<file path="config.mk">
export PLATFORM = sky130hd
export DESIGN_NAME = ibex_register_file_mp
export DESIGN_NICKNAME = d
export VERILOG_FILES = /design/src/rtl/ibex_register_file_mp.sv
export SDC_FILE = /design/constraint.sdc
export NUM_CORES = 2
export LEC_CHECK = 0
export CAP_MARGIN = 20
export CORE_AREA = 2 2 460 462
export CTS_BUF_LIST = sky130_fd_sc_hd__clkbuf_8
export DETAILED_ROUTE_END_ITERATION = 8
export DIE_AREA = 0 0 462 464
export DONT_BUFFER_PORTS = 1
export PLACE_DENSITY = 0.55
export SLEW_MARGIN = 0
export SYNTH_ARGS = -nofsm -noshare
export SYNTH_HDL_FRONTEND = slang
export SYNTH_SLANG_ARGS = --single-unit
export TNS_END_PERCENT = 50
</file>
<file path="constraint.sdc">
create_clock -name clk_i -period 49.9 [get_ports clk_i]
set_input_delay 9.98 -clock clk_i [delete_from_list [all_inputs] [get_ports clk_i]]
set_output_delay 9.98 -clock clk_i [all_outputs]
set_load 0.02 [all_outputs]
</file>
<file path="src/rtl/ibex_register_file_mp.sv">
// Multi-port register file: R0 is hard-wired, two write ports (B over A), and a sequential scrub FSM.
// Optional macro IBEX_RF_BYPASS_EN compiles write-to-read forwarding into the read ports.
module ibex_register_file_mp #(
    parameter int unsigned           DataWidth   = 32,
    parameter int unsigned           AddrWidth   = 5,
    parameter int unsigned           NumRead     = 2,
    parameter logic [DataWidth-1:0]  WordZeroVal = '0
) (
    input  logic                           clk_i,
    input  logic                           rst_i,
    input  logic [NumRead*AddrWidth-1:0]   raddr_i,
    output logic [NumRead*DataWidth-1:0]   rdata_o,
    input  logic [AddrWidth-1:0]           waddr_a_i,
    input  logic [DataWidth-1:0]           wdata_a_i,
    input  logic                           we_a_i,
    input  logic [AddrWidth-1:0]           waddr_b_i,
    input  logic [DataWidth-1:0]           wdata_b_i,
    input  logic                           we_b_i,
    input  logic                           clear_req_i,
    output logic                           clear_busy_o,
    output logic                           clear_done_o,
    output logic                           wr_drop_o,
    output logic                           err_o
);

    localparam int unsigned          NumWords = 2 ** AddrWidth;
    localparam logic [AddrWidth-1:0] IdxOne   = {{(AddrWidth-1){1'b0}}, 1'b1};
    localparam logic [AddrWidth-1:0] IdxLast  = {AddrWidth{1'b1}};

    typedef enum logic [1:0] {
        ST_IDLE  = 2'b00,
        ST_CLEAR = 2'b01,
        ST_DONE  = 2'b10
    } state_e;

    state_e                 r_state;
    state_e                 w_state_nxt;
    logic [AddrWidth-1:0]   r_idx;
    logic [AddrWidth-1:0]   w_idx_nxt;
    logic                   w_clearing;

    logic [DataWidth-1:0]   r_mem     [1:NumWords-1];
    logic                   w_we_word [1:NumWords-1];
    logic [DataWidth-1:0]   w_wd_word [1:NumWords-1];
    logic [DataWidth-1:0]   w_rf      [NumWords];

    logic                   r_busy;
    logic                   r_done;
    logic                   r_wr_drop;
    logic                   r_err;

    assign w_clearing = (r_state == ST_CLEAR);

    // Scrub FSM state and index registers.
    always_ff @(posedge clk_i or posedge rst_i) begin
        if (rst_i) begin
            r_state <= ST_IDLE;
            r_idx   <= '0;
        end else begin
            r_state <= w_state_nxt;
            r_idx   <= w_idx_nxt;
        end
    end

    // Scrub FSM next-state: the last index is all-ones, so CLEAR spans NumWords-1 cycles.
    always_comb begin
        w_state_nxt = r_state;
        w_idx_nxt   = r_idx;
        case (r_state)
            ST_IDLE: begin
                if (clear_req_i) begin
                    w_state_nxt = ST_CLEAR;
                    w_idx_nxt   = IdxOne;
                end else begin
                    w_state_nxt = ST_IDLE;
                end
            end
            ST_CLEAR: begin
                w_idx_nxt = r_idx + IdxOne;
                if (r_idx == IdxLast) begin
                    w_state_nxt = ST_DONE;
                end else begin
                    w_state_nxt = ST_CLEAR;
                end
            end
            ST_DONE: begin
                w_state_nxt = ST_IDLE;
            end
            default: begin
                w_state_nxt = ST_IDLE;
                w_idx_nxt   = '0;
            end
        endcase
    end

    // Per-word write decode: scrub owns the array in CLEAR, otherwise B wins over A.
    always_comb begin
        for (int i = 1; i < NumWords; i++) begin
            w_we_word[i] = 1'b0;
            w_wd_word[i] = wdata_a_i;
            if (w_clearing) begin
                if (r_idx == AddrWidth'(i)) begin
                    w_we_word[i] = 1'b1;
                    w_wd_word[i] = WordZeroVal;
                end else begin
                    w_we_word[i] = 1'b0;
                end
            end else if (we_b_i && (waddr_b_i == AddrWidth'(i))) begin
                w_we_word[i] = 1'b1;
                w_wd_word[i] = wdata_b_i;
            end else if (we_a_i && (waddr_a_i == AddrWidth'(i))) begin
                w_we_word[i] = 1'b1;
                w_wd_word[i] = wdata_a_i;
            end else begin
                w_we_word[i] = 1'b0;
            end
        end
    end

    // Register storage for words 1..NumWords-1.
    always_ff @(posedge clk_i or posedge rst_i) begin
        if (rst_i) begin
            for (int i = 1; i < NumWords; i++) begin
                r_mem[i] <= WordZeroVal;
            end
        end else begin
            for (int i = 1; i < NumWords; i++) begin
                if (w_we_word[i]) begin
                    r_mem[i] <= w_wd_word[i];
                end
            end
        end
    end

    // Flat read view with R0 tied to the constant.
    always_comb begin
        w_rf[0] = WordZeroVal;
        for (int i = 1; i < NumWords; i++) begin
            w_rf[i] = r_mem[i];
        end
    end

    for (genvar k = 0; k < NumRead; k++) begin : g_rd
        logic [AddrWidth-1:0] w_raddr;
        logic [DataWidth-1:0] w_rdata;

        assign w_raddr = raddr_i[k*AddrWidth +: AddrWidth];

        // Combinational read, optionally forwarding same-cycle write data outside CLEAR.
        always_comb begin
            w_rdata = w_rf[w_raddr];
`ifdef IBEX_RF_BYPASS_EN
            if (!w_clearing && (w_raddr != '0) && we_b_i && (waddr_b_i == w_raddr)) begin
                w_rdata = wdata_b_i;
            end else if (!w_clearing && (w_raddr != '0) && we_a_i && (waddr_a_i == w_raddr)) begin
                w_rdata = wdata_a_i;
            end else begin
                w_rdata = w_rf[w_raddr];
            end
`endif
        end

        assign rdata_o[k*DataWidth +: DataWidth] = w_rdata;
    end

    // Registered status flags, aligned with the FSM state they describe.
    always_ff @(posedge clk_i or posedge rst_i) begin
        if (rst_i) begin
            r_busy    <= 1'b0;
            r_done    <= 1'b0;
            r_wr_drop <= 1'b0;
            r_err     <= 1'b0;
        end else begin
            r_busy    <= (w_state_nxt == ST_CLEAR);
            r_done    <= (w_state_nxt == ST_DONE);
            r_wr_drop <= w_clearing && (we_a_i || we_b_i);
            r_err     <= !w_clearing && we_a_i && we_b_i &&
                         (waddr_a_i == waddr_b_i) && (waddr_a_i != '0);
        end
    end

    assign clear_busy_o = r_busy;
    assign clear_done_o = r_done;
    assign wr_drop_o    = r_wr_drop;
    assign err_o        = r_err;

endmodule

</file>
==> results by group <==
Yosys
  – Avg Synthesized Cell Area: 9.79 µm²
  – Sequential area share after synthesis: 34.4%
  – Fraction of registers with async set/reset: 100%
  – Syn_nets: 7,550
  – Compound-Gate Fraction of Synth Area: roughly a fifth
  – Largest family of logic cells by synthesized area: multiplexers
  – Yosys reg bits: 1,003
  – EDFF count, synth: 0
  – Unique masters post-synth: 61
  – Synth warnings: 0
  – Synthesized area: roughly 73,000 µm²
  – Mux contribution to synthesized area: 29.8%
  – Syn Inst Count: 7,455
  – Xor/xnor cell area share of the yosys netlist: 0.0720%
  – Primary FF master, synth: dfrtp_1
  – Simple-gate share of the synthesized area: 8.41%
  – Adder-Cell Fraction of Synth Area: 0.103%

Floorplanning
  – Die area: ~210,000 µm²
  – Ports: between 150 and 200
  – DIE HEIGHT: 464 µm
  – Row cnt: ~170
  – Die Wd: 462 µm
  – Core ar.: 209,000 µm²
  – Initial Utilization: 34.9%

Timing
  – Fmax: 0.0435 GHz
  – Final min period: 22,960 ps
  – RSZ-0062 raised after global routing: false
  – Fin crit share: 46.0%
  – Slew margin rel.: 11.9%
  – Clk_skew: 32.8 ps
  – Final worst slack: approximately 27,000 ps
  – TNS Setup: 0 ps
  – Setup violations, final: 0
  – Pins Over Slew Limit: 0
  – Worst-margin pin slew: 1310 ps
  – Fin. Hold Viols: 0

Cells and area
  – P&R area growth vs syn: 5.90%
  – Final core utilization: 37.0%
  – Total Nets Final: slightly below 7,000
  – Fillers: 20,600
  – Layout cells sized above 1: a little over a quarter
  – Final std cells w/o fill: 9,691

Routing
  – Detailed-route wire length: roughly 320 mm
  – Via count normalized by instance count: 6.92
  – Drt wl/cell: 33.3 µm
  – ANT nets after route: 0
  – 1st-iter DRT viols: approximately 9,500
  – DRT Pass-1 Iters: 6
  – Drt drc: 0
  – Via count: between 60,000 and 70,000

Worst setup path
  – Reg2reg start: r_state[0]$_DFF_PP0_
  – Worst Setup SP: raddr_i[0]
  – CP required: approximately 40,000 ps
  – R2R setup slack: 44,270 ps
  – Largest stage delay, worst path: 820 ps
  – Ordered cell list for the critical path: nor2b_4 > buf_4 > a22o_1 > a211oi_1 > o31ai_1 > buf_4
  – Worst reg2reg path endpoint: r_mem[272]$_DFFE_PP0P_
  – Crit. End Element: output pin
  – CP most frequent cell: buf_4
  – Reg2Reg Depth: 8
  – Setup CP Type: in -> out
  – Crit path max fanout: 289
  – CP endpoint: rdata_o[12]
  – Max stage delay cell, worst path: o31ai_1
  – Crit start category: input port
  – Data arrival, critical path: 12,980 ps

Placement
  – Place WS: 27,330 ps
  – RePlAce Congestion: 0.889
  – Final HPWL DP: approximately 170 mm
  – Placed insts: around 9,300
  – PortBufs: 0

Clock network
  – CTS clk-pin slew, worst paths: 60 ps
  – Clock buffer count from CTS: 190
  – Post-CTS resize count: 0
  – Clock latency on the worst-skew pair: 1010 ps
  – Postcts setup bufs: 0
  – Root buffer cell: clkbuf_8
  – Sink Count: 1,003
  – Clock Tree Buf Depth: 3
  – CTS H-Tree Depth: 4
  – CTS tree: done
  – CTS Hold Buffers Added: 0

Outcome
  – Status: finished, final reports clean

Power
  – Leak: 30.7 nW
  – Max VDD drop: 0.0422 mV
  – Total power: 0.00379 W
  – Pwr/cell area: between 40 and 50 nW/µm²

Global routing
  – Gr usage total: between 20% and 30%
  – GRT overflow: 0
  – First-pass GRT wire length: 472 mm
  – Vias in the first global route: 66,900
  – Initial antenna violation count: 16
  – Largest net degree at the start of global routing: between 200 and 300

Run
  – Max-cap violations: 0

Hold path
  – Hold crit path type: reg -> reg
[synthesized netlist by cell type (14+ instances only)]
library cell	instances	area share (%)
a211oi_1	127	1.3
a21o_1	65	0.67
a21oi_1	950	6.5
a22o_1	192	2.3
a31oi_1	28	0.24
and2_1	82	0.70
buf_1	46	0.24
buf_2	345	2.4
buf_4	29	0.30
buf_6	30	0.46
clkbuf_1	637	3.3
dfrtp_1	1003	34
mux2_1	30	0.46
mux2_2	847	13
mux2_4	87	1.8
mux2i_1	196	2.7
mux4_2	384	12
nand2_1	16	0.082
nand3_1	988	6.8
nor2_1	19	0.098
nor2b_1	17	0.15
o21ai_0	997	6.8
o21ai_1	73	0.50
o21ba_2	14	0.19
o22ai_1	65	0.56
o31ai_1	65	0.67
[per-layer routing]
metal | routed length (µm) | global-route usage [%]
met5 | 13 | 0
met4 | 15800 | 13.7
met3 | 43700 | 10.4
met2 | 140000 | 43.7
met1 | 123000 | 37.8
[cell families (layout without fill, tap and decap cells)]
group	count (synthesis)	count (layout)
simple gates	1174	1174
flops	1003	1003
compound gates	2624	2624
buf+inv	1098	526
other cells	0	3
fa+ha+maj	6	6
xor+xnor	6	6
mux	1544	1544
[placed cells by master (no fill, tap or decap), drive strengths merged, types with 3 or more instances in the layout]
cell type and n:
buf 176, o31ai 65, a21oi 950, nand4b 5, xnor2 5, ha 6, a31oi 28, nand4bb 4
a21o 65, mux2 964, and4b 4, nand3 988, o21ai 1070, nand4 8, a22o 192, nand2 16
and4bb 4, a221o 3, diode 3, mux2i 196, o21ba 14, and2 82, dfrtp 1003, nor2b 17
a21bo 11, inv 89, o221ai 12, mux4 384, clkbuf 242, a211oi 127, o22ai 65, clkinv 16
nor2 26, clkinvlp 3, o221a 5, nand2b 9, a221oi 12
[how the worst min path moves through the flow]
stage / start / to / slack [ps] / cells past startpoint
final: r_mem[371]$_DFFE_PP0P_ / r_mem[371]$_DFFE_PP0P_ / 500 / 1
after global routing: r_mem[245]$_DFFE_PP0P_ / r_mem[245]$_DFFE_PP0P_ / 520 / 1
after CTS: r_mem[361]$_DFFE_PP0P_ / r_mem[361]$_DFFE_PP0P_ / 500 / 1
after detailed placement: r_mem[371]$_DFFE_PP0P_ / r_mem[371]$_DFFE_PP0P_ / 480 / 1
after global placement: r_mem[371]$_DFFE_PP0P_ / r_mem[371]$_DFFE_PP0P_ / 470 / 1
after floorplan: r_mem[353]$_DFFE_PP0P_ / r_mem[353]$_DFFE_PP0P_ / 460 / 1
[state kept, by name, summed over array words and instances, names as in the netlist]
name and count:
r_mem 992, r_idx 5, r_state 2, clear_busy_o 1
clear_done_o 1, err_o 1, wr_drop_o 1
[power breakdown]
group / internal (W) / switching (W) / total (W) / leakage, nW
sequential: 0.00111 / 0.000242 / 0.00135 / 13.7
combinational: 0.000720 / 0.000877 / 0.00160 / 14.8
clock: 0.000430 / 0.000407 / 0.000837 / 2.22
total: 0.00226 / 0.00153 / 0.00379 / 30.7
[layout make-up]
type	instances	area (µm²)	share of cell area (%)
inverter	9	41.3	0.0534
antenna	3	7.51	0.00971
multi-input combinational	5354	43400	56.2
clock buffer	239	3290	4.25
clock inverter	99	488	0.631
sequential	1003	25100	32.5
timing repair buffer	179	1440	1.86
tap	2805	3510	4.54
[worst max-delay path, delay by kind of cell]
family                 cells  cell delay (ps)
AND/OR/NAND/NOR            1              580
buffers and inverters      2              810
AO/OA/AOI/OAI              3             1140
[through the flow]
step,hold slack [ps],area [µm²]
2_1_floorplan,461,73000
3_3_place_gp,474,73500
3_5_place_dp,485,73500
4_1_cts,497,77200
5_1_grt,515,77300
6_report,500,77300
(Power assumes the default switching activity.)
